File: src/rtl/uart_rx_deserializer.sv
// UART receiver: 2-flop synchronizer, centre sampling, LSB-first deserialization into a one-entry output register.
// Latency: pin falling edge to rx_valid = 2 + CLKS_PER_BIT/2 + (DATA_BITS+1)*CLKS_PER_BIT + 1 clocks (+/-1 edge phase).
// Backpressure: a byte completing while rx_valid && !rx_ready is dropped and overrun pulses; the held byte is kept.
module uart_rx_deserializer #(
  parameter int CLKS_PER_BIT = 868,
  parameter int DATA_BITS    = 8
) (
  input  logic                 clk,
  input  logic                 rst_n,
  input  logic                 rx,
  output logic [DATA_BITS-1:0] rx_data,
  output logic                 rx_valid,
  input  logic                 rx_ready,
  output logic                 framing_error,
  output logic                 overrun,
  output logic                 busy
);

  localparam int CW = $clog2(CLKS_PER_BIT);
  localparam int IW = $clog2(DATA_BITS);

  // Baud counter counts down to zero; the reload value sets the distance to the next sample.
  localparam logic [CW-1:0] HALF_M1  = CW'(CLKS_PER_BIT / 2 - 1);
  localparam logic [CW-1:0] BIT_M1   = CW'(CLKS_PER_BIT - 1);
  localparam logic [IW-1:0] LAST_BIT = IW'(DATA_BITS - 1);

  typedef enum logic [2:0] {
    S_IDLE,
    S_START,
    S_DATA,
    S_STOP,
    S_WAIT_IDLE
  } state_t;

  state_t               state_q, state_n;
  logic [CW-1:0]        cnt_q, cnt_n;
  logic [IW-1:0]        bit_q, bit_n;
  logic [DATA_BITS-1:0] shift_q, shift_n;
  logic [DATA_BITS-1:0] data_n;
  logic                 valid_n;
  logic                 fe_n;
  logic                 ov_n;
  logic                 rx_m;
  logic                 rx_s;

  // Two-flop synchronizer; idles high so reset does not look like a start bit.
  always_ff @(posedge clk) begin
    if (!rst_n) begin
      rx_m <= 1'b1;
      rx_s <= 1'b1;
    end else begin
      rx_m <= rx;
      rx_s <= rx_m;
    end
  end

  // State, counters, shift register and the registered output stage.
  always_ff @(posedge clk) begin
    if (!rst_n) begin
      state_q       <= S_IDLE;
      cnt_q         <= '0;
      bit_q         <= '0;
      shift_q       <= '0;
      rx_data       <= '0;
      rx_valid      <= 1'b0;
      framing_error <= 1'b0;
      overrun       <= 1'b0;
    end else begin
      state_q       <= state_n;
      cnt_q         <= cnt_n;
      bit_q         <= bit_n;
      shift_q       <= shift_n;
      rx_data       <= data_n;
      rx_valid      <= valid_n;
      framing_error <= fe_n;
      overrun       <= ov_n;
    end
  end

  // Next-state logic: frame sequencing plus the output handshake.
  always_comb begin
    state_n = state_q;
    cnt_n   = cnt_q;
    bit_n   = bit_q;
    shift_n = shift_q;
    data_n  = rx_data;
    // A handshake this cycle empties the holding register unless a new byte lands.
    valid_n = rx_valid && !rx_ready;
    fe_n    = 1'b0;
    ov_n    = 1'b0;

    case (state_q)
      S_IDLE: begin
        if (!rx_s) begin
          cnt_n   = HALF_M1;
          state_n = S_START;
        end
      end

      S_START: begin
        if (cnt_q == '0) begin
          if (!rx_s) begin
            cnt_n   = BIT_M1;
            bit_n   = '0;
            state_n = S_DATA;
          end else begin
            // Line went back high before mid-start: treat as a glitch.
            state_n = S_IDLE;
          end
        end else begin
          cnt_n = cnt_q - CW'(1);
        end
      end

      S_DATA: begin
        if (cnt_q == '0) begin
          shift_n = {rx_s, shift_q[DATA_BITS-1:1]};
          cnt_n   = BIT_M1;
          if (bit_q == LAST_BIT) begin
            state_n = S_STOP;
          end else begin
            bit_n = bit_q + IW'(1);
          end
        end else begin
          cnt_n = cnt_q - CW'(1);
        end
      end

      S_STOP: begin
        if (cnt_q == '0) begin
          if (rx_s) begin
            // Returning to IDLE at mid-stop keeps back-to-back start bits catchable.
            state_n = S_IDLE;
            if (!valid_n) begin
              data_n  = shift_q;
              valid_n = 1'b1;
            end else begin
              ov_n = 1'b1;
            end
          end else begin
            fe_n    = 1'b1;
            state_n = S_WAIT_IDLE;
          end
        end else begin
          cnt_n = cnt_q - CW'(1);
        end
      end

      S_WAIT_IDLE: begin
        if (rx_s) begin
          state_n = S_IDLE;
        end
      end

      default: begin
        state_n = S_IDLE;
      end
    endcase
  end

  assign busy = (state_q != S_IDLE);

endmodule

File: config.mk
export PLATFORM = sky130hd
export DESIGN_NAME = uart_rx_deserializer
export DESIGN_NICKNAME = d
export VERILOG_FILES = /design/src/rtl/uart_rx_deserializer.sv
export SDC_FILE = /design/constraint.sdc
export NUM_CORES = 1
export LEC_CHECK = 0
export BUFFER_PORTS_ARGS = -buffer_cell sky130_fd_sc_hd__buf_4
export CAP_MARGIN = 0
export CORE_UTILIZATION = 33
export CTS_CLUSTER_SIZE = 14
export DETAILED_ROUTE_END_ITERATION = 8
export SYNTH_ARGS = -nofsm -noshare
export SYNTH_HDL_FRONTEND = slang
export SYNTH_SLANG_ARGS = --single-unit
File: constraint.sdc
create_clock -name clk -period 1.7 [get_ports clk]
set_input_delay 0.34 -clock clk [delete_from_list [all_inputs] [get_ports clk]]
set_output_delay 0.34 -clock clk [all_outputs]
set_load 0.005 [all_outputs]
Yosys cells after proc, flatten, opt, wreduce, memory -nomap -nowiden --
Index checks and enable logic that the tools add are counted.
Storage, ports and cells: bits in registers 37, input bits 4, output and inout port bits 12, word-level logic and storage cells 67
Cells by class: add/subtract/negate cells 2, equality and inequality tests 15, multiplexer cells 25, bitwise logic cells 1, reduce and logical (&&, ||, !) cells 14
Operators by type and width (number):
- $mux W10 | 5
- $pmux W10 S4 | 1
- $mux W3 | 11
- $ne A2 B2 Y1 const B | 9
- $pmux W3 S5 | 1
- $reduce_and A4 Y1 | 3
- $logic_not A10 Y1 | 1
- $sub A10 B1 Y10 const B | 1
- $eq A3 B2 Y1 const B | 2
- $eq A3 B3 Y1 const B | 2
- $pmux W3 S2 | 1
- $reduce_and A6 Y1 | 1
- $mux W1 | 5
- $reduce_and A5 Y1 | 1
- $reduce_bool A4 Y1 | 1
- $add A3 B1 Y3 const B | 1
- $eq A3 B1 Y1 const B | 1
- $logic_not A3 Y1 | 1
- $ne A3 B3 Y1 const B | 1
- $reduce_and A3 Y1 | 1
- $reduce_bool A3 Y1 | 1
- $mux W2 | 1
- $reduce_and A2 Y1 | 1
- $reduce_bool A2 Y1 | 1
- 3 further kinds | 3

Logic depth before layout (Yosys ltp) --
word-level depth 5, depth in mapped cells 7, gate-level depth less buffers 7

Worst setup path before layout --
OpenSTA, ideal clock, no wires.
kind reg-to-reg, from register cnt_q[2], to register cnt_q[3], setup time 122 ps, data arrival time 1612 ps, data required time 1578 ps, path slack -34 ps, stages on the path, launching flop included 7, buffers on the path 1, period minus slack after synthesis 1734 ps, cells stage by stage dfxtp_1 > nor4_4 > and2_1 > a311o_1 > buf_6 > nor4_1 > a311o_1
On the way: word-level cells in the longest chain between the ends 3, elaborated cells on any way between the ends 9, those cells by class add/sub: 1; eq/ne: 2; mux: 4; reduce/logical: 2
Ends and longest elaborated chain:
- start: declaration | line 36 | logic [CW-1:0] cnt_q, cnt_n;
- start signal: assignment | line 70 | cnt_q <= cnt_n;
- $sub A10 B1 Y10 or $logic_not A10 Y1 (tied branches)
- $mux W10 (tied with other cells) | line 130 | if (cnt_q == '0) begin
- $pmux W10 S4 or $reduce_and A4 Y1 (tied branches)
Parallel ways exist; a longest one is shown, timed or not. The select of a mux whose other input is x is not followed. A chain may end at the register's enable or synchronous reset.

Worst setup path in the final report --
from register cnt_q[4], to register cnt_q[3]
On the way: word-level cells in the longest chain between the ends 3, elaborated cells on any way between the ends 7, those cells by class eq/ne: 2; mux: 3; reduce/logical: 2
Ends and longest elaborated chain (line):
- $logic_not A10 Y1 (*) | 101, 116, 130
- $ne A3 B3 Y1 (no line) (tied with other cells)
- $reduce_and A4 Y1 (no line) or $pmux W10 S4 (tied branches)
Mark *: on every way between the ends. The rest lies on a longest branch, timed or not.

==> impl_metrics.yaml <==
clock_network:
  clock_latency_ps: 290
  cts.clk_slew.worst_paths_ps: 80
  clock_path_buffers: 2
  cts_root_buf: "clkbuf_8"
  cts.sinks: 37
  htreeDepth: 2
  cts_hold_buf: 0
  numCtsBuffers: 5
  cts_tree: "done"
setup_path:
  path_cells: "nor4_4 > buf_4 > and2_4 > a311o_1 > buf_4 > a311o_1"
  r2r_slack_ps: -8
  critPathLaunchType: "register"
  slowest_stage: "dfxtp_2"
  crit_path_start: "cnt_q[4]$_SDFFE_PN0P_"
  required_ps: 1870
  max_stage_delay_ps: 360
  end_kind: "register"
  critPathKind: "register to register"
  cp.arrival_ps: 1880
  crit_path_max_fanout: 6
  r2r-start: "cnt_q[4]$_SDFFE_PN0P_"
synth:
  synth_seq_cells: 37
  synth_ff_type: "dfxtp_1"
  synth.most_common_cell: "dfxtp_1"
  netlist.area_leader.share_pct: 41.54
  synth_cells: 189
  synth_area_mm2: 0.001783
  syn-mean-instance-area_um2: 9.434
  yosys_warnings: 0
  synth_edf_count: 0
  synth_top_area_cell: "dfxtp_1"
  synth_commonest_cells: "dfxtp_1 (37), nor2_1 (31), mux2i_1 (17)"
  synth_nets: 197
  synthTopCellsByArea: "dfxtp_1 (42%), mux2i_1 (9.5%), nor2_1 (6.5%)"
  ys_seq_area_share_pct: 41.54
  yosysUniqueCellTypes: 50
  postSynth.asyncResetShare_pct: 0
power:
  p_leak_nw: 1.027
  p_per_area_mw_per_mm2: 1013
  peakVddDrop_mv: 0.4186
detailed_routing:
  vias: 1527
  vias_per_cell: 4.958
  wl_per_cell_um: 12.90
  drt_iter0_markers: 96
  drt_pass1_iterations: 4
  wl_um: 3973
  ant_nets: 0
  drc_errors: 0
timing:
  worst_hold_slack_ps: 230.9
  rsz0062_at_grt: "yes"
  hold_violations: 0
  max_freq_mhz: 585.5
  fin_worst_skew_ps: 3.521
  tightestPinTransition_ps: 368.4
  slew_headroom_pct: 75.41
  finalCritPeriodShare_pct: 100.5
  setup-tns-final_ps: -8.083
  fin_ws_ps: -8.083
  drv_slew: 0
  final-setup-viol-count: 1
  period_needed_ps: 1708
job:
  cap_violations: 0
floorplan:
  die_h_um: 75.51
  die-width_um: 75.51
  core_area_mm2: 0.005140
  die_area_mm2: 0.005701
  io_pins: 16
  start_util_pct: 34.69
  num_rows: 26
outcome:
  violations: "negative setup slack"
  status: "finished, violations left"
final_layout:
  fill_cells: 525
  area_delta_synth_final_pct: 33.26
  antenna_cells: 0
  nets: 245
  drive_above_1_share_pct: 36.97
global_routing:
  grt_pass1_vias: 1360
  grt_max_degree: 24
  grt_pass1_wl_um: 6389
  grt_usage_pct: 14.75
  antenna_found_initial: 0
  overflow: 0
place:
  place_congestion: 0.7927
  numPortBuffers: 15
  pre_cts_slack_ps: -25.90
  dp_hpwl_um: 2819
worst_hold_path:
  min_from: "rx"
  hp-class: "primary input to register"
## where the power goes
group / internal [mW] / switching [mW]
sequential: 0.905 / 0.0319
combinational: 0.409 / 0.412
clock: 0.329 / 0.321
total: 1.64 / 0.765
## layout by cell type (no fill, tap or decap), types with 3 or more instances in the layout
cell type	instances
a21oi_1	5
a31oi_1	3
buf_4	48
clkbuf_8	6
dfxtp_1	30
dfxtp_2	7
ha_1	3
inv_1	4
mux2i_1	16
nand2_1	6
nand2b_1	4
nand3_1	7
nor2_1	30
nor3_1	4
o21ai_0	4
## critical path, delay by kind of cell, from the launching register on
kind                   cells  cell delay, ps
AOI/OAI and AO/OA          2             700
DFF                        1             360
buffers and inverters      2             320
and+or+nand+nor            2             220
## logic make-up after synthesis
family                     Yosys count  share of synthesized area [%]
and+or+nand+nor                     76                          24.07
AOI/OAI and AO/OA                   38                          16.63
DFF                                 37                          41.54
muxes                               18                          10.18
buffers and inverters               15                          4.280
adders and majority gates            4                          2.807
xor gates and xnor gates             1                         0.4913
## worst paths after layout
kind,to,depth (start not counted)
max,cnt_q[3]$_SDFFE_PN0P_,6
min,rx_m$_SDFF_PN1_,2
max reg2reg,cnt_q[3]$_SDFFE_PN0P_,6
min reg2reg,rx_s$_SDFF_PN1_,1
## state kept, by name (all words and copies together), names as in the netlist
| name | count |
|---|---|
| cnt_q | 10 |
| rx_data | 8 |
| shift_q | 8 |
| bit_q | 3 |
| state_q | 3 |
| framing_error | 1 |
| overrun | 1 |
| rx_m | 1 |
| rx_s | 1 |
| rx_valid | 1 |
## through the flow
stage               instances  cell area, µm²  utilization, %  total power, mW
finish                    308            2376           46.23            2.407
global route              308            2376           46.23            2.569
CTS                       306            2315           45.03            2.363
detailed placement        297            2186           42.53            1.673
global placement          297            2186           42.53            1.671
floorplan                 189            1783               -            1.378
## repair_timing
action / in CTS / in global routing
cloned: 0 / 0
pin swaps: 1 / 10
endpoints found under the setup margin: 17 / 25
buffers inserted: 1 / 3
resized for setup: 9 / 14
## routing by layer
layer  global-route usage, %  wire [µm]  part of all wire, %  vias up
met2                   21.83       1736                   44       27
met3                   3.704        123                  3.1        2
met1                   21.38       2087                   53      710
li1                        -          -                    -      788
met4                   3.704         24                 0.60        0
met5                       0          0                    0        -
## area by class of cell
| class | instances | area, µm² | share of cell area [%] |
|---|---|---|---|
| sequential | 37 | 749.5 | 31.54 |
| timing repair buffer | 51 | 402.9 | 16.96 |
| tap | 70 | 87.58 | 3.686 |
| inverter | 5 | 18.77 | 0.7899 |
| clock buffer | 6 | 82.58 | 3.476 |
| clock inverter | 2 | 13.76 | 0.5793 |
| multi-input combinational | 137 | 1021 | 42.97 |
Note: power is estimated with default switching activity, not from simulation.
